--- src/rtl/branch_ctrl.sv ---
// Branch sequencing controller: 2-bit BHT prediction in ID, resolution in EX,
// PC redirect / pipeline flush generation and branch performance counters.
module branch_ctrl #(
    parameter int XLEN    = 32,
    parameter int BHT_IDX = 4
) (
    input  logic            clk,
    input  logic            rst,
    input  logic            stall,
    input  logic            id_valid,
    input  logic            id_branch,
    input  logic [XLEN-1:0] id_pc,
    input  logic [XLEN-1:0] id_target,
    output logic            id_pred_taken,
    input  logic            ex_valid,
    input  logic            ex_branch,
    input  logic            ex_pred_taken,
    input  logic            ex_taken,
    input  logic [XLEN-1:0] ex_pc,
    input  logic [XLEN-1:0] ex_target,
    output logic            redirect,
    output logic [XLEN-1:0] redirect_pc,
    output logic            flush_if,
    output logic            flush_id,
    output logic [31:0]     branch_cnt,
    output logic [31:0]     mispredict_cnt
);

    localparam int BHT_N = 1 << BHT_IDX;

    logic [1:0]         bht [BHT_N];
    logic [BHT_IDX-1:0] id_idx;
    logic [BHT_IDX-1:0] ex_idx;
    logic [1:0]         ex_ctr;
    logic [1:0]         ex_ctr_nxt;
    logic               id_pred_raw;
    logic               ex_resolve;
    logic               ex_mispredict;
    logic [31:0]        branch_cnt_q;
    logic [31:0]        mispredict_cnt_q;

    // PC bits outside the word-aligned BHT index are intentionally ignored.
    logic unused_pc_bits;
    assign unused_pc_bits = ^{id_pc[XLEN-1:BHT_IDX+2], id_pc[1:0]};

    assign id_idx = id_pc[BHT_IDX+1:2];
    assign ex_idx = ex_pc[BHT_IDX+1:2];

    assign id_pred_raw   = id_valid & id_branch & bht[id_idx][1];
    assign ex_resolve    = !stall & ex_valid & ex_branch;
    assign ex_mispredict = ex_resolve & (ex_taken != ex_pred_taken);

    // Saturating 2-bit counter step for the resolving entry.
    always_comb begin
        ex_ctr     = bht[ex_idx];
        ex_ctr_nxt = ex_ctr;
        if (ex_taken) begin
            if (ex_ctr != 2'b11) ex_ctr_nxt = ex_ctr + 2'b01;
        end else begin
            if (ex_ctr != 2'b00) ex_ctr_nxt = ex_ctr - 2'b01;
        end
    end

    // EX mispredict outranks an ID predict-taken: the ID instruction is wrong-path.
    always_comb begin
        id_pred_taken = 1'b0;
        redirect      = 1'b0;
        redirect_pc   = '0;
        flush_if      = 1'b0;
        flush_id      = 1'b0;
        if (!rst) begin
            id_pred_taken = id_pred_raw;
            if (ex_mispredict) begin
                redirect    = 1'b1;
                flush_if    = 1'b1;
                flush_id    = 1'b1;
                redirect_pc = ex_taken ? ex_target : ex_pc + XLEN'(4);
            end else if (!stall && id_pred_raw) begin
                redirect    = 1'b1;
                flush_if    = 1'b1;
                redirect_pc = id_target;
            end
        end
    end

    always_ff @(posedge clk) begin
        if (rst) begin
            for (int i = 0; i < BHT_N; i++) begin
                bht[i] <= 2'b01;
            end
            branch_cnt_q     <= '0;
            mispredict_cnt_q <= '0;
        end else if (ex_resolve) begin
            bht[ex_idx]  <= ex_ctr_nxt;
            branch_cnt_q <= branch_cnt_q + 32'd1;
            if (ex_mispredict) mispredict_cnt_q <= mispredict_cnt_q + 32'd1;
        end
    end

    assign branch_cnt     = branch_cnt_q;
    assign mispredict_cnt = mispredict_cnt_q;

endmodule

--- config.mk ---
export PLATFORM = sky130hd
export DESIGN_NAME = branch_ctrl
export DESIGN_NICKNAME = d
export VERILOG_FILES = /design/src/rtl/branch_ctrl.sv
export SDC_FILE = /design/constraint.sdc
export NUM_CORES = 1
export LEC_CHECK = 0
export CAP_MARGIN = 10
export CORE_MARGIN = 5
export CORE_UTILIZATION = 38
export DETAILED_ROUTE_END_ITERATION = 6
export MAX_ROUTING_LAYER = met4
export PLACE_DENSITY_LB_ADDON = 0.05
export SLEW_MARGIN = 0
export SYNTH_ARGS = -nofsm -noshare
export SYNTH_HDL_FRONTEND = slang
export SYNTH_SLANG_ARGS = --single-unit
--- constraint.sdc ---
create_clock -name clk -period 7.7 [get_ports clk]
set_clock_uncertainty 0.15 [all_clocks]
set_input_delay 1.54 -clock clk [delete_from_list [all_inputs] [get_ports clk]]
set_output_delay 1.54 -clock clk [all_outputs]
set_load 0.1 [all_outputs]
==> results of run 1 <==
-- power breakdown --
part	switching, W	internal, W
logic	0.000117	0.0000857
registers	0.00000280	0.000526
clock network	0.000197	0.000252
total	0.000317	0.000863
-- stage by stage --
step                total power [W]  hold WS [ns]  instance area [sq um]  worst slack (ns)  cells
CTS                         0.00119         0.358                   8530              1.49   1128
detailed placement         0.000742         0.342                   8240              1.49   1113
finish                      0.00118         0.351                   8540              1.49   1129
floorplan                  0.000652         0.792                   6150             0.896    732
global route                0.00123         0.382                   8530              1.25   1128
global placement           0.000740         0.317                   8240              1.52   1113
-- critical path, cell delays in order --
cell and delay [ns]:
clkdlybuf4s50_1 0.44, and3b_1 0.63, and2_1 0.95, nand2_1 0.35, o22ai_1 0.25, a211oi_1 0.08
buf_4 0.27
-- registers in the layout, summed over array words and instances (netlist names) --
register and flops:
bht 32, mispredict_cnt 32, branch_cnt 32
-- final timing paths --
kind | cells past startpoint | endpoint | start | slack [ns]
max reg2reg | 5 | branch_cnt[29] | branch_cnt[3] | 5.14
max | 7 | redirect_pc[14] | stall | 1.49
min | 2 | mispredict_cnt[31] | mispredict_cnt[31] | 0.35
min reg2reg | 2 | mispredict_cnt[31] | mispredict_cnt[31] | 0.35
-- cell type report --
| type | count | area [sq um] | area share (%) |
|---|---|---|---|
| tap | 216 | 270 | 3.17 |
| clock buffer | 9 | 225 | 2.64 |
| clock inverter | 6 | 68.8 | 0.806 |
| multi-input combinational | 564 | 3600 | 42.2 |
| antenna | 1 | 2.50 | 0.0293 |
| sequential | 96 | 2240 | 26.3 |
| inverter | 21 | 78.8 | 0.923 |
| timing repair buffer | 216 | 2050 | 24.0 |
-- metal layers --
metal | up-vias | track usage, % | part of all wire (%)
li1 | 3011 | - | -
met1 | 3002 | 24.5 | 41
met2 | 180 | 36.0 | 51
met3 | 23 | 4.89 | 6.9
met4 | 0 | 5.88 | 1.3
met5 | - | - | 0
-- placed cells by master, fill, tap and decap left out, types with 23 or more instances in the layout --
cell type and count:
nor3_1 23, nor2_1 73, o21ai_0 27, a21oi_1 39
xnor2_1 33, nand4_1 24, edfxtp_1 32, dfxtp_1 64
nand2_1 86, nand3_1 53, buf_4 43, clkdlybuf4s50_1 172
-- cells by family after synthesis --
group | synth area share [%]
and+or+nand+nor | 29.7
AOI/OAI and AO/OA | 11.8
DFF | 36.5
buffers and inverters | 5.02
xor gates and xnor gates | 7.40
muxes | 8.06
adders and majority gates | 1.59
==> implementation parameters, run 1 <==
Parameter                              Value

Place
  Half-perimeter wire length after placement ... 15200 um
  Quantity of I/O buffers inserted on ports ... 208
  Gp weighted congestion ... 0.819

Timing
  Slew at the pin closest to its max-slew limit ... 1.09 ns
  Number of hold-slack violations in the final timing report ... 0
  Clock period minus worst slack ... 6.21 ns
  Summed negative setup slack over all endpoints ... 0 ns
  Share of the cycle needed by the critical path after routing ... 80.7%
  FMAX ... 161 MHz
  Final max-slew violation count ... 0
  Number of failing setup endpoints in the final timing report ... 0
  Unrepaired setup endpoints after global routing ... false
  Tightest slew margin relative to the limit ... 27.3%

Logic synthesis
  Number of distinct library cells after synthesis ... 60
  Biggest area contributors in the synthesized netlist ... dfxtp_1 21%, edfxtp_1 16%, nand2_1 5.2%, xnor2_1 4.7%, nor2_1 4.5%
  Share of flip-flops with an asynchronous set or reset after synthesis ... 0%
  Gate count after technology mapping ... 732
  Sequential fraction of the synthesis area ... 36.5%
  Number of flops mapped to enable cells by yosys ... 32
  Area share of the largest cell type after synthesis ... 20.8%
  Top post-synthesis cells by count ... 86 x nand2_1, 73 x nor2_1, 64 x dfxtp_1
  Library cell with the largest summed area after synthesis ... dfxtp_1
  Most frequent cell after synthesis ... nand2_1
  Most common flop cell mapped by yosys ... dfxtp_1
  Total nets after synthesis ... 875
  Register bit count reported by yosys ... 96
  Mean area per synthesized cell ... 8.40 sq um
  Netlist area before placement ... 0.00615 sq mm
  Number of warnings reported in the yosys synthesis log ... 0

Floorplan
  I/O Pins ... 237
  Height of the die ... 137 um
  Placeable core area ... 0.0159 sq mm
  Floorplan row count ... 46
  Initial core utilization ... 38.7%
  DIE AREA ... 0.0188 sq mm
  Die X ... 137 um

Drt
  Vias per std cell ... 5.51
  Number of detailed-routing iterations run before antenna repair ... 4
  Number of violations reported at the end of detailed-routing iteration 0 ... 303
  Routed length per placed instance ... 17.8 um
  Via count of the routed design ... 6216
  Total routed wirelength ... 20100 um
  Number of design rule violations left after detail routing ... 0
  Antenna viol nets, final ... 0

Cells and area
  Fraction of layout cells with a size suffix above 1 ... 10.1%
  Core occupancy in the finished layout ... 53.7%
  Layout overhead on the synthesized area ... 38.8%
  Filler cell count ... 1531
  Final layout net count ... 1051

Outcome
  Outcome ... finished clean

Clock tree
  CTS tree ... done
  Cell chosen for the clock root ... clkbuf_16
  CTS sink cnt ... 96
  CTS hold repair buffers ... 0
  Htree depth ... 3
  Post-CTS setup buffer count ... 0
  Clock Tree Buf Depth ... 2
  Worst-skew pair later-pin latency ... 0.35 ns
  Cts bufs inserted ... 9
  Clk pin slew, worst setup/hold paths ... 0.07 ns
  Gates resized, CTS repair ... 0

Setup path
  Crit-path max FO ... 27
  Startpoint type of the worst setup path ... primary input
  Arr. time, crit path ... 4.52 ns
  Endpoint class of the critical path ... output pin
  Worst setup path class ... primary input to output pin
  Worst path required time ... 6.01 ns

Pwr
  Maximum VDD drop ... 108 uV
  Pwr Density ... 138 mW/mm^2
  Static leakage ... 2.94 nW

Global routing
  Wire length of the first global-routing pass ... 30600 um
  Overall global routing resource usage ... 20.9%
  Pin count of the biggest net entering global routing ... 69
  Initial antenna violation count ... 0
  Remaining Overflow, GRT ... 0
  Number of global-route vias before repair ... 5856

Run
  Reported max-cap violation count ... 0

Worst hold path
  Path category of the worst min-delay check ... flip-flop to flip-flop
Note: power is estimated with default switching activity, not from simulation.
==> run 2, diff against run 1 <==
clock period = 6.49 ns   (was 7.7 ns; I/O delays follow)
==> run 2 against run 1 <==
Net effect: critical endpoint is now redirect_pc[18]; die area unchanged; combinational power up 27%; global-route usage increased by 0.91 points; sequential share of layout area shrank 1.4 points.
==> implementation parameters, run 2 (synthesized netlist as in run 1, its figures left out) <==
Parameter                              Value

Drt
  Total routed wirelength ... 20500 um
  Number of design rule violations left after detail routing ... 0
  Number of violations reported at the end of detailed-routing iteration 0 ... 310
  Vias per std cell ... 5.49
  Routed length per placed instance ... 18.1 um
  Antenna viol nets, final ... 0
  Via count of the routed design ... 6222
  Number of detailed-routing iterations run before antenna repair ... 4

Cells and area
  Cell area after layout ... 0.00902 sq mm
  Core occupancy in the finished layout ... 56.8%
  Filler cell count ... 1475
  Final layout net count ... 1055
  Number of standard cells in the final layout excluding fillers ... 1134
  Fraction of layout cells with a size suffix above 1 ... 10.7%
  Most used cells in the layout excluding fill and tap cells ... 171 x clkdlybuf4s50_1, 86 x nand2_1, 73 x nor2_1, 64 x dfxtp_1, 53 x nand3_1
  Leading cell type in the layout, fill and taps excluded ... clkdlybuf4s50_1
  Layout overhead on the synthesized area ... 46.6%

Global routing
  Wire length of the first global-routing pass ... 31600 um
  Pin count of the biggest net entering global routing ... 69
  Initial antenna violation count ... 1
  Remaining Overflow, GRT ... 0
  Overall global routing resource usage ... 21.8%
  Number of global-route vias before repair ... 6074

Floorplan
  DIE AREA ... 0.0188 sq mm
  Floorplan row count ... 46
  Initial core utilization ... 38.7%
  Die X ... 137 um
  I/O Pins ... 237
  Height of the die ... 137 um
  Placeable core area ... 0.0159 sq mm

Timing
  FMAX ... 180 MHz
  Clock period minus worst slack ... 5.56 ns
  Unrepaired setup endpoints after global routing ... false
  Number of hold-slack violations in the final timing report ... 0
  Summed negative setup slack over all endpoints ... 0 ns
  Tightest slew margin relative to the limit ... 30.5%
  Number of failing setup endpoints in the final timing report ... 0
  Final max-slew violation count ... 0
  Share of the cycle needed by the critical path after routing ... 85.7%
  Slew at the pin closest to its max-slew limit ... 1.04 ns
  Final worst hold slack ... 0.350 ns

Setup path
  Worst setup path class ... primary input to output pin
  CP max stage delay ... 0.67 ns
  Worst path cell trace ... clkdlybuf4s50_1, ha_1, nand3_2, or4_4, or2_0, or4_1, a31oi_1, buf_12
  Arr. time, crit path ... 4.12 ns
  Worst path required time ... 5.04 ns
  Slowest cell on the critical path ... or4_4
  Endpoint class of the critical path ... output pin
  Startpoint type of the worst setup path ... primary input
  Crit-path max FO ... 12

Pwr
  Maximum VDD drop ... 200 uV
  Pwr Density ... 161 mW/mm^2
  Static leakage ... 3.07 nW

Clock tree
  Cell chosen for the clock root ... clkbuf_16
  Gates resized, CTS repair ... 0
  CTS tree ... done
  Clk pin slew, worst setup/hold paths ... 0.07 ns
  Htree depth ... 3
  Cts bufs inserted ... 9
  Post-CTS setup buffer count ... 0
  Clock Tree Buf Depth ... 2
  CTS hold repair buffers ... 0
  Worst-skew pair later-pin latency ... 0.36 ns
  CTS sink cnt ... 96

Place
  Quantity of I/O buffers inserted on ports ... 208
  DP Cell Count ... 1117
  Total cell area at the placement stage ... 0.00869 sq mm
  Half-perimeter wire length after placement ... 15800 um
  Gp weighted congestion ... 0.842

Run
  Reported max-cap violation count ... 0

Worst hold path
  Path category of the worst min-delay check ... flip-flop to flip-flop

Outcome
  Outcome ... finished clean
run 2: cell count changes in the layout (fill, tap and decap cells not counted):
cell / delta
buf_12: +34
clkdlybuf4s50_1: -1
clkinv_8: +1
inv_8: +3
clkinv_4: -2
buf_4: -29
clkinv_2: -1
run 2: area by class of cell:
class                   count  area, sq um  share of cell area [%]
multi-input cells         564         3600                    39.9
diodes                      1         2.50                  0.0278
flip-flops and latches     96         2240                    24.9
well taps                 216          270                    3.00
clock inverters             7         96.3                    1.07
repair buffers            220         2500                    27.8
inverters                  21         78.8                   0.874
clock buffers               9          225                    2.50
run 2: final timing paths:
check                     start  cells after the start  slack, ns                  to
max                    ex_pc[3]                      8       0.93     redirect_pc[18]
min          mispredict_cnt[31]                      2       0.35  mispredict_cnt[31]
max reg2reg       branch_cnt[3]                      5       3.91      branch_cnt[27]
min reg2reg  mispredict_cnt[31]                      2       0.35  mispredict_cnt[31]
run 2: per-stage QoR:
step                      power, W  setup slack [ns]
after CTS                  0.00147             0.939
after detailed placement  0.000898             0.941
after global routing       0.00150             0.765
after floorplan           0.000773             0.170
after global placement    0.000895             0.962
final                      0.00145             0.925
run 2: routing by layer:
metal	routed length, um	vias to the layer above	global-route usage, %	share of wire (%)
met4	425	0	6.04	2.1
met1	8290	2968	25.4	40
met5	0	-	-	0
met2	10300	205	38.1	50
li1	-	3025	-	-
met3	1480	24	4.86	7.2
run 2: report_power, final:
part           internal [W]  total, W  switching (W)
Sequential         0.000624  0.000627     0.00000348
Combinational      0.000116  0.000257       0.000142
Clock              0.000311  0.000568       0.000257
run 2: worst max-delay path, delay by kind of cell:
kind	cells	cell delay, ns
simple gates	4	1.50
compound gates	1	0.31
buf+inv	2	0.72
fa+ha+maj	1	0.29
==> run 3, diff against run 2 <==
CORE_ASPECT_RATIO = 1.75   (was default)
CTS_BUF_LIST = sky130_fd_sc_hd__clkbuf_8   (was default)
RECOVER_POWER = 100   (was default)
==> run 3 against run 2 <==
Net effect: critical path depth stayed put; maximum frequency is 6.4% lower; final area down 3.9%; clock-buffer cell count unchanged; global-route usage rose by 1.1 points; first-iteration DRC count decreased by 28%; flip-flop and latch count stayed put; critical path type unchanged; highest routed layer unchanged.
==> implementation parameters, run 3 (synthesized netlist as in run 1, its figures left out) <==
Parameter                              Value

Outcome
  Outcome ... finished clean

Cells and area
  Leading cell type in the layout, fill and taps excluded ... clkdlybuf4s50_1
  Number of standard cells in the final layout excluding fillers ... 1114
  Core occupancy in the finished layout ... 54.6%
  Fraction of layout cells with a size suffix above 1 ... 9.59%
  Layout overhead on the synthesized area ... 40.9%
  Filler cell count ... 1524
  Final layout net count ... 1056
  Most used cells in the layout excluding fill and tap cells ... 104 x clkdlybuf4s50_1, 86 x nand2_1, 73 x nor2_1, 67 x dlygate4sd3_1, 64 x dfxtp_1

Timing
  Unrepaired setup endpoints after global routing ... false
  Number of failing setup endpoints in the final timing report ... 0
  FMAX ... 168 MHz
  Crit path setup slack, layout ... 0.545 ns
  Share of the cycle needed by the critical path after routing ... 91.6%
  Tightest slew margin relative to the limit ... 18.5%
  Final max-slew violation count ... 0
  Clock period minus worst slack ... 5.95 ns
  Number of hold-slack violations in the final timing report ... 0
  Summed negative setup slack over all endpoints ... 0 ns
  Slew at the pin closest to its max-slew limit ... 1.22 ns

Global routing
  Layer with the highest usage ... met2
  Pin count of the biggest net entering global routing ... 69
  Met2 capacity usage during global routing ... 42.0%
  Number of global-route vias before repair ... 6462
  Met1 global-route usage ... 22.4%
  Overall global routing resource usage ... 22.9%
  Global-route track usage on met3 ... 4.82%
  Wire length of the first global-routing pass ... 33700 um
  Remaining Overflow, GRT ... 0
  Initial antenna violation count ... 7

Setup path
  Arr. time, crit path ... 4.50 ns
  Startpoint type of the worst setup path ... primary input
  Endpoint class of the critical path ... output pin
  Worst path required time ... 5.04 ns
  Crit-path max FO ... 10
  Worst setup path class ... primary input to output pin

Worst hold path
  Path category of the worst min-delay check ... flip-flop to flip-flop

Drt
  Vias per std cell ... 5.67
  Routed length per placed instance ... 19.2 um
  Total routed wirelength ... 21300 um
  Via count of the routed design ... 6312
  Number of detailed-routing iterations run before antenna repair ... 5
  Number of design rule violations left after detail routing ... 0
  Number of violations reported at the end of detailed-routing iteration 0 ... 222
  Antenna viol nets, final ... 0

Clock tree
  Cell chosen for the clock root ... clkbuf_8
  Clk pin slew, worst setup/hold paths ... 0.10 ns
  CTS tree ... done
  Worst-skew pair later-pin latency ... 0.36 ns
  Clock Tree Buf Depth ... 2
  CTS hold repair buffers ... 0
  Post-CTS setup buffer count ... 0
  Cts bufs inserted ... 9
  Gates resized, CTS repair ... 0
  CTS sink cnt ... 96
  Htree depth ... 3

Place
  Quantity of I/O buffers inserted on ports ... 208
  Half-perimeter wire length after placement ... 16500 um
  Gp weighted congestion ... 0.913
  Post-place setup slack ... 0.977 ns
  DP Cell Count ... 1091

Floorplan
  Floorplan row count ... 61
  I/O Pins ... 237
  Initial core utilization ... 38.7%
  Die X ... 106 um
  DIE AREA ... 0.0189 sq mm
  Placeable core area ... 0.0159 sq mm
  Height of the die ... 178 um

Pwr
  Pwr Density ... 149 mW/mm^2
  Maximum VDD drop ... 88.3 uV
  Total chip power ... 0.00129 W
  Static leakage ... 3.19 nW

Run
  Reported max-cap violation count ... 0
run 3: per-layer routing:
layer / vias up / wire length [um]
li1: 3026 / -
met1: 3014 / 7620
met2: 220 / 11600
met3: 52 / 1290
met4: 0 / 845
met5: - / 0
run 3: final timing paths:
kind | end | cells after the start | slack [ns] | from
min | mispredict_cnt[31] | 2 | 0.34 | mispredict_cnt[31]
max | redirect_pc[23] | 8 | 0.54 | id_pc[2]
max reg2reg | branch_cnt[26] | 5 | 3.61 | branch_cnt[3]
min reg2reg | mispredict_cnt[31] | 2 | 0.34 | mispredict_cnt[31]
run 3: cell type report:
| class | count | area (sq um) | area share (%) |
|---|---|---|---|
| Clock buffer | 9 | 124 | 1.43 |
| Timing Repair Buffer | 221 | 2300 | 26.6 |
| Multi-Input combinational cell | 564 | 3580 | 41.3 |
| Antenna cell | 7 | 17.5 | 0.202 |
| Inverter | 21 | 78.8 | 0.910 |
| Clock inverter | 7 | 87.6 | 1.01 |
| Tap cell | 189 | 236 | 2.73 |
| Sequential cell | 96 | 2240 | 25.9 |
run 3: stage by stage:
step	hold WS [ns]	area (sq um)
2_1_floorplan	0.792	6150
3_3_place_gp	0.319	8550
3_5_place_dp	0.324	8550
4_1_cts	0.346	8770
5_1_grt	0.397	8670
6_report	0.341	8670
run 3: power breakdown:
| part | switching, W | internal (W) |
|---|---|---|
| sequential | 0.00000358 | 0.000624 |
| combinational | 0.000142 | 0.000107 |
| clock | 0.000229 | 0.000187 |
run 3: critical path, stage by stage:
cell and delay (ns):
dlygate4sd3_1 0.65, mux4_2 0.40, mux2i_1 0.08, o22ai_1 0.92, buf_4 0.33, a31oi_1 0.10
nor3_1 0.21, clkbuf_2 0.50
